<file path="src/rtl/pipe_stage_reg_if.sv">
// Handshake/data bundle between a pipeline stage register and its neighbours.
// master drives the upstream fields and the forward select; slave is the register.
interface pipe_stage_reg_if #(
  parameter int DATA_W = 32,
  parameter int NSLOT  = 5,
  parameter int SEL_W  = 3,
  parameter int EXC_W  = 5,
  parameter int CNT_W  = 8
);
  logic                    en;
  logic                    bubble;
  logic                    flush;
  logic [31:0]             in_pc;
  logic [31:0]             in_instr;
  logic                    in_valid;
  logic                    in_bd;
  logic [EXC_W-1:0]        in_exc;
  logic [NSLOT*DATA_W-1:0] in_data;
  logic [SEL_W-1:0]        fwd_sel;

  logic [31:0]             out_pc;
  logic [31:0]             out_instr;
  logic                    out_valid;
  logic                    out_bd;
  logic [EXC_W-1:0]        out_exc;
  logic [NSLOT*DATA_W-1:0] out_data;
  logic [DATA_W-1:0]       fwd_val;
  logic                    fwd_ok;
  logic                    exc_pending;
  logic [CNT_W-1:0]        hold_cnt;

  modport master (
    output en, bubble, flush, in_pc, in_instr, in_valid, in_bd, in_exc, in_data, fwd_sel,
    input  out_pc, out_instr, out_valid, out_bd, out_exc, out_data,
           fwd_val, fwd_ok, exc_pending, hold_cnt
  );

  modport slave (
    input  en, bubble, flush, in_pc, in_instr, in_valid, in_bd, in_exc, in_data, fwd_sel,
    output out_pc, out_instr, out_valid, out_bd, out_exc, out_data,
           fwd_val, fwd_ok, exc_pending, hold_cnt
  );
endinterface

</file>
<file path="src/rtl/pipe_stage_reg.sv">
// Generic MIPS inter-stage register: stall, bubble, flush-to-kernel,
// registered-source forward mux and a saturating stall counter.
module pipe_stage_reg #(
  parameter int          DATA_W    = 32,
  parameter int          NSLOT     = 5,
  parameter int          SEL_W     = 3,
  parameter logic [31:0] KERNEL_PC = 32'h0000_4180,
  parameter int          EXC_W     = 5,
  parameter int          CNT_W     = 8
) (
  input logic              clk,
  input logic              reset,
  pipe_stage_reg_if.slave  bus
);

  logic [31:0]             r_pc;
  logic [31:0]             r_instr;
  logic                    r_valid;
  logic                    r_bd;
  logic [EXC_W-1:0]        r_exc;
  logic [NSLOT*DATA_W-1:0] r_data;
  logic [CNT_W-1:0]        r_hold_cnt;

  logic [31:0]             w_pc8;
  logic [DATA_W-1:0]       w_fwd_val;
  logic                    w_fwd_ok;

  always_ff @(posedge clk) begin
    if (reset) begin
      r_pc       <= '0;
      r_instr    <= '0;
      r_valid    <= 1'b0;
      r_bd       <= 1'b0;
      r_exc      <= '0;
      r_data     <= '0;
      r_hold_cnt <= '0;
    end else if (bus.flush) begin
      r_pc       <= KERNEL_PC;
      r_instr    <= '0;
      r_valid    <= 1'b0;
      r_bd       <= 1'b0;
      r_exc      <= '0;
      r_data     <= '0;
      r_hold_cnt <= '0;
    end else if (bus.en) begin
      // A bubble keeps PC and BD so EPC/BD stay right for a later interrupt.
      r_pc       <= bus.in_pc;
      r_bd       <= bus.in_bd;
      r_hold_cnt <= '0;
      if (bus.bubble) begin
        r_instr <= '0;
        r_valid <= 1'b0;
        r_exc   <= '0;
        r_data  <= '0;
      end else begin
        r_instr <= bus.in_instr;
        r_valid <= bus.in_valid;
        r_exc   <= bus.in_exc;
        r_data  <= bus.in_data;
      end
    end else if (r_hold_cnt != '1) begin
      r_hold_cnt <= r_hold_cnt + CNT_W'(1);
    end
  end

  assign w_pc8 = r_pc + 32'd8;

  always_comb begin
    w_fwd_val = '0;
    w_fwd_ok  = 1'b0;
    for (int unsigned k = 0; k < NSLOT; k++) begin
      if (bus.fwd_sel == SEL_W'(k + 1)) begin
        w_fwd_val = r_data[k*DATA_W +: DATA_W];
        w_fwd_ok  = r_valid;
      end
    end
    if (bus.fwd_sel == SEL_W'(NSLOT + 1)) begin
      w_fwd_val = DATA_W'(w_pc8);
      w_fwd_ok  = r_valid;
    end
  end

  assign bus.out_pc      = r_pc;
  assign bus.out_instr   = r_instr;
  assign bus.out_valid   = r_valid;
  assign bus.out_bd      = r_bd;
  assign bus.out_exc     = r_exc;
  assign bus.out_data    = r_data;
  assign bus.fwd_val     = w_fwd_val;
  assign bus.fwd_ok      = w_fwd_ok;
  assign bus.exc_pending = r_valid && (r_exc != '0);
  assign bus.hold_cnt    = r_hold_cnt;

endmodule
</file>
<file path="src/flat_wrapper.sv">
// flat-port wrapper written by rule: the top's interface ports become plain ports
module pipe_stage_reg_flat 
#(
  parameter int          DATA_W    = 32,
  parameter int          NSLOT     = 5,
  parameter int          SEL_W     = 3,
  parameter logic [31:0] KERNEL_PC = 32'h0000_4180,
  parameter int          EXC_W     = 5,
  parameter int          CNT_W     = 8
)
  (clk, reset, bus_en, bus_bubble, bus_flush, bus_in_pc, bus_in_instr, bus_in_valid, bus_in_bd, bus_in_exc, bus_in_data, bus_fwd_sel, bus_out_pc, bus_out_instr, bus_out_valid, bus_out_bd, bus_out_exc, bus_out_data, bus_fwd_val, bus_fwd_ok, bus_exc_pending, bus_hold_cnt);
  pipe_stage_reg_if #(.DATA_W(DATA_W), .NSLOT(NSLOT), .SEL_W(SEL_W), .EXC_W(EXC_W), .CNT_W(CNT_W)) bus_i ();
  input logic clk;
  input logic reset;
  input wire logic [$bits(bus_i.en)-1:0] bus_en;
  input wire logic [$bits(bus_i.bubble)-1:0] bus_bubble;
  input wire logic [$bits(bus_i.flush)-1:0] bus_flush;
  input wire logic [$bits(bus_i.in_pc)-1:0] bus_in_pc;
  input wire logic [$bits(bus_i.in_instr)-1:0] bus_in_instr;
  input wire logic [$bits(bus_i.in_valid)-1:0] bus_in_valid;
  input wire logic [$bits(bus_i.in_bd)-1:0] bus_in_bd;
  input wire logic [$bits(bus_i.in_exc)-1:0] bus_in_exc;
  input wire logic [$bits(bus_i.in_data)-1:0] bus_in_data;
  input wire logic [$bits(bus_i.fwd_sel)-1:0] bus_fwd_sel;
  output wire logic [$bits(bus_i.out_pc)-1:0] bus_out_pc;
  output wire logic [$bits(bus_i.out_instr)-1:0] bus_out_instr;
  output wire logic [$bits(bus_i.out_valid)-1:0] bus_out_valid;
  output wire logic [$bits(bus_i.out_bd)-1:0] bus_out_bd;
  output wire logic [$bits(bus_i.out_exc)-1:0] bus_out_exc;
  output wire logic [$bits(bus_i.out_data)-1:0] bus_out_data;
  output wire logic [$bits(bus_i.fwd_val)-1:0] bus_fwd_val;
  output wire logic [$bits(bus_i.fwd_ok)-1:0] bus_fwd_ok;
  output wire logic [$bits(bus_i.exc_pending)-1:0] bus_exc_pending;
  output wire logic [$bits(bus_i.hold_cnt)-1:0] bus_hold_cnt;
  assign bus_i.en = bus_en;
  assign bus_i.bubble = bus_bubble;
  assign bus_i.flush = bus_flush;
  assign bus_i.in_pc = bus_in_pc;
  assign bus_i.in_instr = bus_in_instr;
  assign bus_i.in_valid = bus_in_valid;
  assign bus_i.in_bd = bus_in_bd;
  assign bus_i.in_exc = bus_in_exc;
  assign bus_i.in_data = bus_in_data;
  assign bus_i.fwd_sel = bus_fwd_sel;
  assign bus_out_pc = bus_i.out_pc;
  assign bus_out_instr = bus_i.out_instr;
  assign bus_out_valid = bus_i.out_valid;
  assign bus_out_bd = bus_i.out_bd;
  assign bus_out_exc = bus_i.out_exc;
  assign bus_out_data = bus_i.out_data;
  assign bus_fwd_val = bus_i.fwd_val;
  assign bus_fwd_ok = bus_i.fwd_ok;
  assign bus_exc_pending = bus_i.exc_pending;
  assign bus_hold_cnt = bus_i.hold_cnt;
  pipe_stage_reg #(.DATA_W(DATA_W), .NSLOT(NSLOT), .SEL_W(SEL_W), .KERNEL_PC(KERNEL_PC), .EXC_W(EXC_W), .CNT_W(CNT_W)) u_core (.clk(clk), .reset(reset), .bus(bus_i));
endmodule
</file>
<file path="config.mk">
export PLATFORM = sky130hd
export DESIGN_NAME = pipe_stage_reg_flat
export DESIGN_NICKNAME = d
export VERILOG_FILES = /design/src/rtl/pipe_stage_reg_if.sv /design/src/rtl/pipe_stage_reg.sv /design/src/flat_wrapper.sv
export SDC_FILE = /design/constraint.sdc
export NUM_CORES = 1
export LEC_CHECK = 0
export CAP_MARGIN = 20
export CORE_AREA = 2 2 198 200
export DETAILED_ROUTE_END_ITERATION = 16
export DIE_AREA = 0 0 200 202
export SYNTH_ARGS = -nofsm -noshare
export SYNTH_HDL_FRONTEND = slang
export SYNTH_SLANG_ARGS = --single-unit
</file>
<file path="constraint.sdc">
create_clock -name clk -period 5.2 [get_ports clk]
set_input_delay 1.04 -clock clk [delete_from_list [all_inputs] [get_ports clk]]
set_output_delay 1.04 -clock clk [all_outputs]
set_load 0.01 [all_outputs]
</file>
# Word-level counts from Yosys, hierarchy flattened

Index checks and enable logic that the tools add are counted.

Register bits after elaboration: 239
Bits of input ports: 239
Output and inout bits: 273

Add/sub/neg operators: 2
Equality and inequality tests: 7
Mux-type cells: 18
Reduce and logical (&&, ||, !) cells: 5

Operators with widths:

| operator              | number |
|---|---|
| $mux 32               | 7 |
| $mux 160              | 1 |
| $add 32x4->32 const B | 1 |
| $mux 15               | 2 |
| $eq 3x3->1 const B    | 3 |
| $add 8x1->8 const B   | 1 |
| $ne 8x8->1 const B    | 1 |
| $mux 1                | 7 |
| $eq 3x2->1 const B    | 2 |
| $mux 5                | 1 |
| $reduce_bool 5->1     | 1 |
| $eq 3x1->1 const B    | 1 |
| $reduce_or 3->1       | 1 |
| $reduce_bool 2->1     | 1 |
| $reduce_or 2->1       | 1 |
| $logic_and 1x1->1     | 1 |

# Longest topological paths before layout

Depth in word-level cells: 7
Depth in mapped cells: 8
Depth with buffers taken out: 6

# Least setup slack after synthesis

Ideal clock, no wire load.

Kind: input -> output
Start point: in bus_fwd_sel[1]
End point: out bus_fwd_val[3]
Arrival time: 2.233 ns
Required time: 4.160 ns
Setup slack: 1.927 ns
Cell stages on the path: 7
Path buffers: 3
Path through: buf_2 nor2b_1 nor2b_1 buf_2 buf_2 a221oi_1 mux2i_1

Cells in the longest elaborated chain, start to end: 7
Elaborated cells on any way between the ends: 12
Those cells by class: eq/ne (6); mux (6)

Ends and longest elaborated chain:

| what                  | RTL line             | RTL |
|---|---|---|
| from (decl)           | flat_wrapper.sv:24   | `input wire logic [$bits(bus_i.fwd_sel)-1:0] bus_fwd_sel;` |
| $eq 3x1->1            | pipe_stage_reg.sv:72 | `if (bus.fwd_sel == SEL_W'(k + 1)) begin` |
| $mux 32 (5 in series) | pipe_stage_reg.sv:72 |  |
| $mux 32 *             | pipe_stage_reg.sv:77 | `if (bus.fwd_sel == SEL_W'(NSLOT + 1)) begin` |
| to (decl)             | flat_wrapper.sv:31   | `output wire logic [$bits(bus_i.fwd_val)-1:0] bus_fwd_val;` |

Mark *: on every way between the ends. The rest lies on a longest branch, timed or not.

# Final worst setup path

Start point: in bus_fwd_sel[1]
End point: out bus_fwd_val[27]

The elaborated chain is that of the path after synthesis.

==> flow_summary.json <==
{
  "outcome": "finished clean",
  "syn-num-nets": 1201,
  "setup.worst_path.end_class": "output pin",
  "drc": 0,
  "num-fill-cells": 3736,
  "syn_inst": 960,
  "initial_core_utilization_pct": 25.1,
  "syn-mean-instance-area_um2": 10.0,
  "ios": 512,
  "dpl.hpwl_mm": 33.6,
  "grt.met1_usage_pct": 27.9,
  "port_buffers": 511,
  "final_period_minus_worst_setup_slack_ns": 4.61,
  "post_cts_resized": 0,
  "timing.max_cap.violations": 0,
  "final_global_route_overflow_total": 0,
  "clk_pin_slew_ns": 0.06,
  "post_synth_instance_area_mm2": 0.00960,
  "layout.cells.most_common": "clkdlybuf4s50_1",
  "total_routed_wirelength_mm": 44.2,
  "design.final.nets": 1675,
  "worstSetupPathType": "input pin to output pin",
  "slew_violations": 0,
  "grt_first_pass_wirelength_mm": 63.2,
  "hold_path.class": "flip-flop to flip-flop",
  "grt.total_usage_pct": 20.8,
  "flow.area_growth_from_synthesis_pct": 67.8,
  "grt_setup_unrepaired": "false",
  "tightestPinTransition_ns": 1.04,
  "cts-buffers-inserted": 27,
  "gr-usage-met3_pct": 5.02,
  "avgRoutedWirePerCell_um": 22.4,
  "post_synth_xor_area_fraction_pct": 2.74,
  "cts_root_buffer": "clkbuf_16",
  "stdcell_area_mm2": 0.0161,
  "ff_latch_area_mm2": 0.00478,
  "place.gp.congestion": 0.880,
  "synth-simple-area-share_pct": 9.55,
  "critPathArrivalTime_ns": 3.57,
  "placed_cells": 1923,
  "totalPowerFinal_w": 0.00445,
  "antenna_found_initial": 2,
  "cts_max_level": 1,
  "via_density_per_instance": 4.96,
  "setup_total_negative_slack_ns": 0,
  "drive_above_1_share_pct": 5.36,
  "multiInputGateArea_mm2": 0.00439,
  "finalSetupViolations": 0,
  "synthMuxAreaShare_pct": 5.93,
  "cts_tree": "done",
  "postRouteAntennaNets": 0,
  "worst_clock_skew_ns": 0.00656,
  "numClockSinks": 239,
  "die_height_um": 202,
  "dr_total_vias": 9778,
  "first_global_vias": 9529,
  "slew-limit-headroom_pct": 30.7,
  "synth_top_family_by_area": "compound AO/OA/AOI/OAI gates",
  "post_cts_hold_buffer_count": 0,
  "mostFrequentLayoutCells": "clkdlybuf4s50_1, dfxtp_1, a22o_1",
  "cts_setup_buffers": 0,
  "ys_warn_count": 0,
  "detailedRoute.firstPassIterationCount": 5,
  "powerDensity_mw_per_mm2": 276,
  "global_route.peak_usage_layer": "met2",
  "lkg_pwr_nw": 5.94,
  "die_area_mm2": 0.0404,
  "finalCritPeriodShare_pct": 88.6,
  "report.final.hold_viol_count": 0,
  "postLayoutCoreUtil_pct": 42.1,
  "timing.critical_path.from_type": "input pin",
  "yosysUniqueCellTypes": 49,
  "fmax_ghz": 0.217,
  "placement.cell_area_mm2": 0.0152,
  "core_region_area_mm2": 0.0383,
  "grt_start_max_net_pins": 111,
  "clock_latency_ns": 0.56,
  "synth-compound-area-share_pct": 27.0,
  "cp.required_ns": 4.16,
  "drt_first_iter_violations": 542,
  "critical_path.max_fanout": 16,
  "fp.dieW_um": 200,
  "instances_no_fill": 1973,
  "max-clock-path-buffers": 3,
  "met2_track_utilization_from_global_routing_pct": 33.0,
  "synth.ff_latch_count": 239,
  "synth_seq_area_share_pct": 49.8,
  "peakVddDrop_uv": 219,
  "synth_fa_ha_area_share_pct": 0.261,
  "floorplan.rows": 72
}
[cells in the mapped netlist (all sizes together)]
cell type  number  area, µm²
a211oi          7       52.6
a21oi          37        185
a221o           2       20.0
a221oi         21        190
a22o          182       1590
a22oi           7       52.6
a31oi           3       18.8
a32oi           1       8.76
and2            3       18.8
and3            6       37.5
and4            2       17.5
buf            46        238
clkbuf         36        135
clkinv          1       3.75
dfxtp         239       4780
ha              2       25.0
inv            19       71.3
mux2            7       78.8
mux2i          49        490
nand2          56        210
nand2b          1       6.26
nand3           9       45.0
nand4          17        119
nor2           75        292
nor2b           8       50.1
nor3            5       36.3
nor3b           1       7.51
nor4            1       21.3
nor4b           1       23.8
o21a            1       7.51
o21ai          42        210
o221ai          2       17.5
o22a            1       8.76
o22ai          30        188
o2bb2ai         5       43.8
or2             1       6.26
or3             3       18.8
or4             1       7.51
xnor2           6       52.6
xor2           24        210
[routing by layer]
layer / wire length, µm / share of wire, %
met1: 19200 / 43
met2: 20000 / 45
met3: 3850 / 8.7
met4: 1170 / 2.6
met5: 0 / 0
[worst paths after layout]
check	from	end	slack, ns	depth (start not counted)
max	bus_fwd_sel[1]	bus_fwd_val[27]	0.59	6
min	u_core.bus.out_instr[27]$_SDFFE_PP0P_	u_core.bus.out_instr[27]$_SDFFE_PP0P_	0.47	1
max reg2reg	u_core.bus.hold_cnt[0]$_SDFFE_PP0P_	u_core.bus.hold_cnt[5]$_SDFFE_PP0P_	3.62	6
min reg2reg	u_core.bus.out_instr[27]$_SDFFE_PP0P_	u_core.bus.out_instr[27]$_SDFFE_PP0P_	0.47	1
[stage by stage]
step	worst slack, ns	hold slack [ns]
6_report	0.592	0.472
5_1_grt	0.422	0.487
4_1_cts	0.591	0.475
3_5_place_dp	0.600	0.460
3_3_place_gp	0.643	0.456
2_1_floorplan	1.93	0.492
[worst max-delay path, cell delays in order]
cell and delay [ns]:
buf_4 0.18, nor2_2 0.70, nand2_1 0.62, o22ai_1 0.36, o22ai_1 0.14, clkdlybuf4s50_1 0.52
[area by class of cell]
class,instances,area share [%]
inverter,20,0.466
antenna,1,0.0155
sequential,239,29.7
tap,518,4.02
timing repair buffer,527,32.8
clock inverter,6,0.559
multi-input combinational,619,27.2
clock buffer,43,5.25
[sequential cells by signal, summed over array words and instances (netlist names)]
| signal | flops |
|---|---|
| u_core.bus.out_data | 160 |
| u_core.bus.out_instr | 32 |
| u_core.bus.out_pc | 32 |
| u_core.bus.hold_cnt | 8 |
| u_core.bus.out_exc | 5 |
| u_core.bus.out_bd | 1 |
| u_core.bus.out_valid | 1 |
[power breakdown]
part | switching (W) | internal [W] | leakage (nW)
clock | 0.000779 | 0.00121 | 0.459
combinational | 0.000225 | 0.000320 | 3.54
sequential | 0.0000495 | 0.00187 | 1.94
[cell families after synthesis]
kind of cell / Yosys count
AOI/OAI and AO/OA: 341
xor gates and xnor gates: 30
adders and majority gates: 2
buffers and inverters: 102
DFF: 239
muxes: 56
and+or+nand+nor: 190
Power figures use the tool's default switching activity.
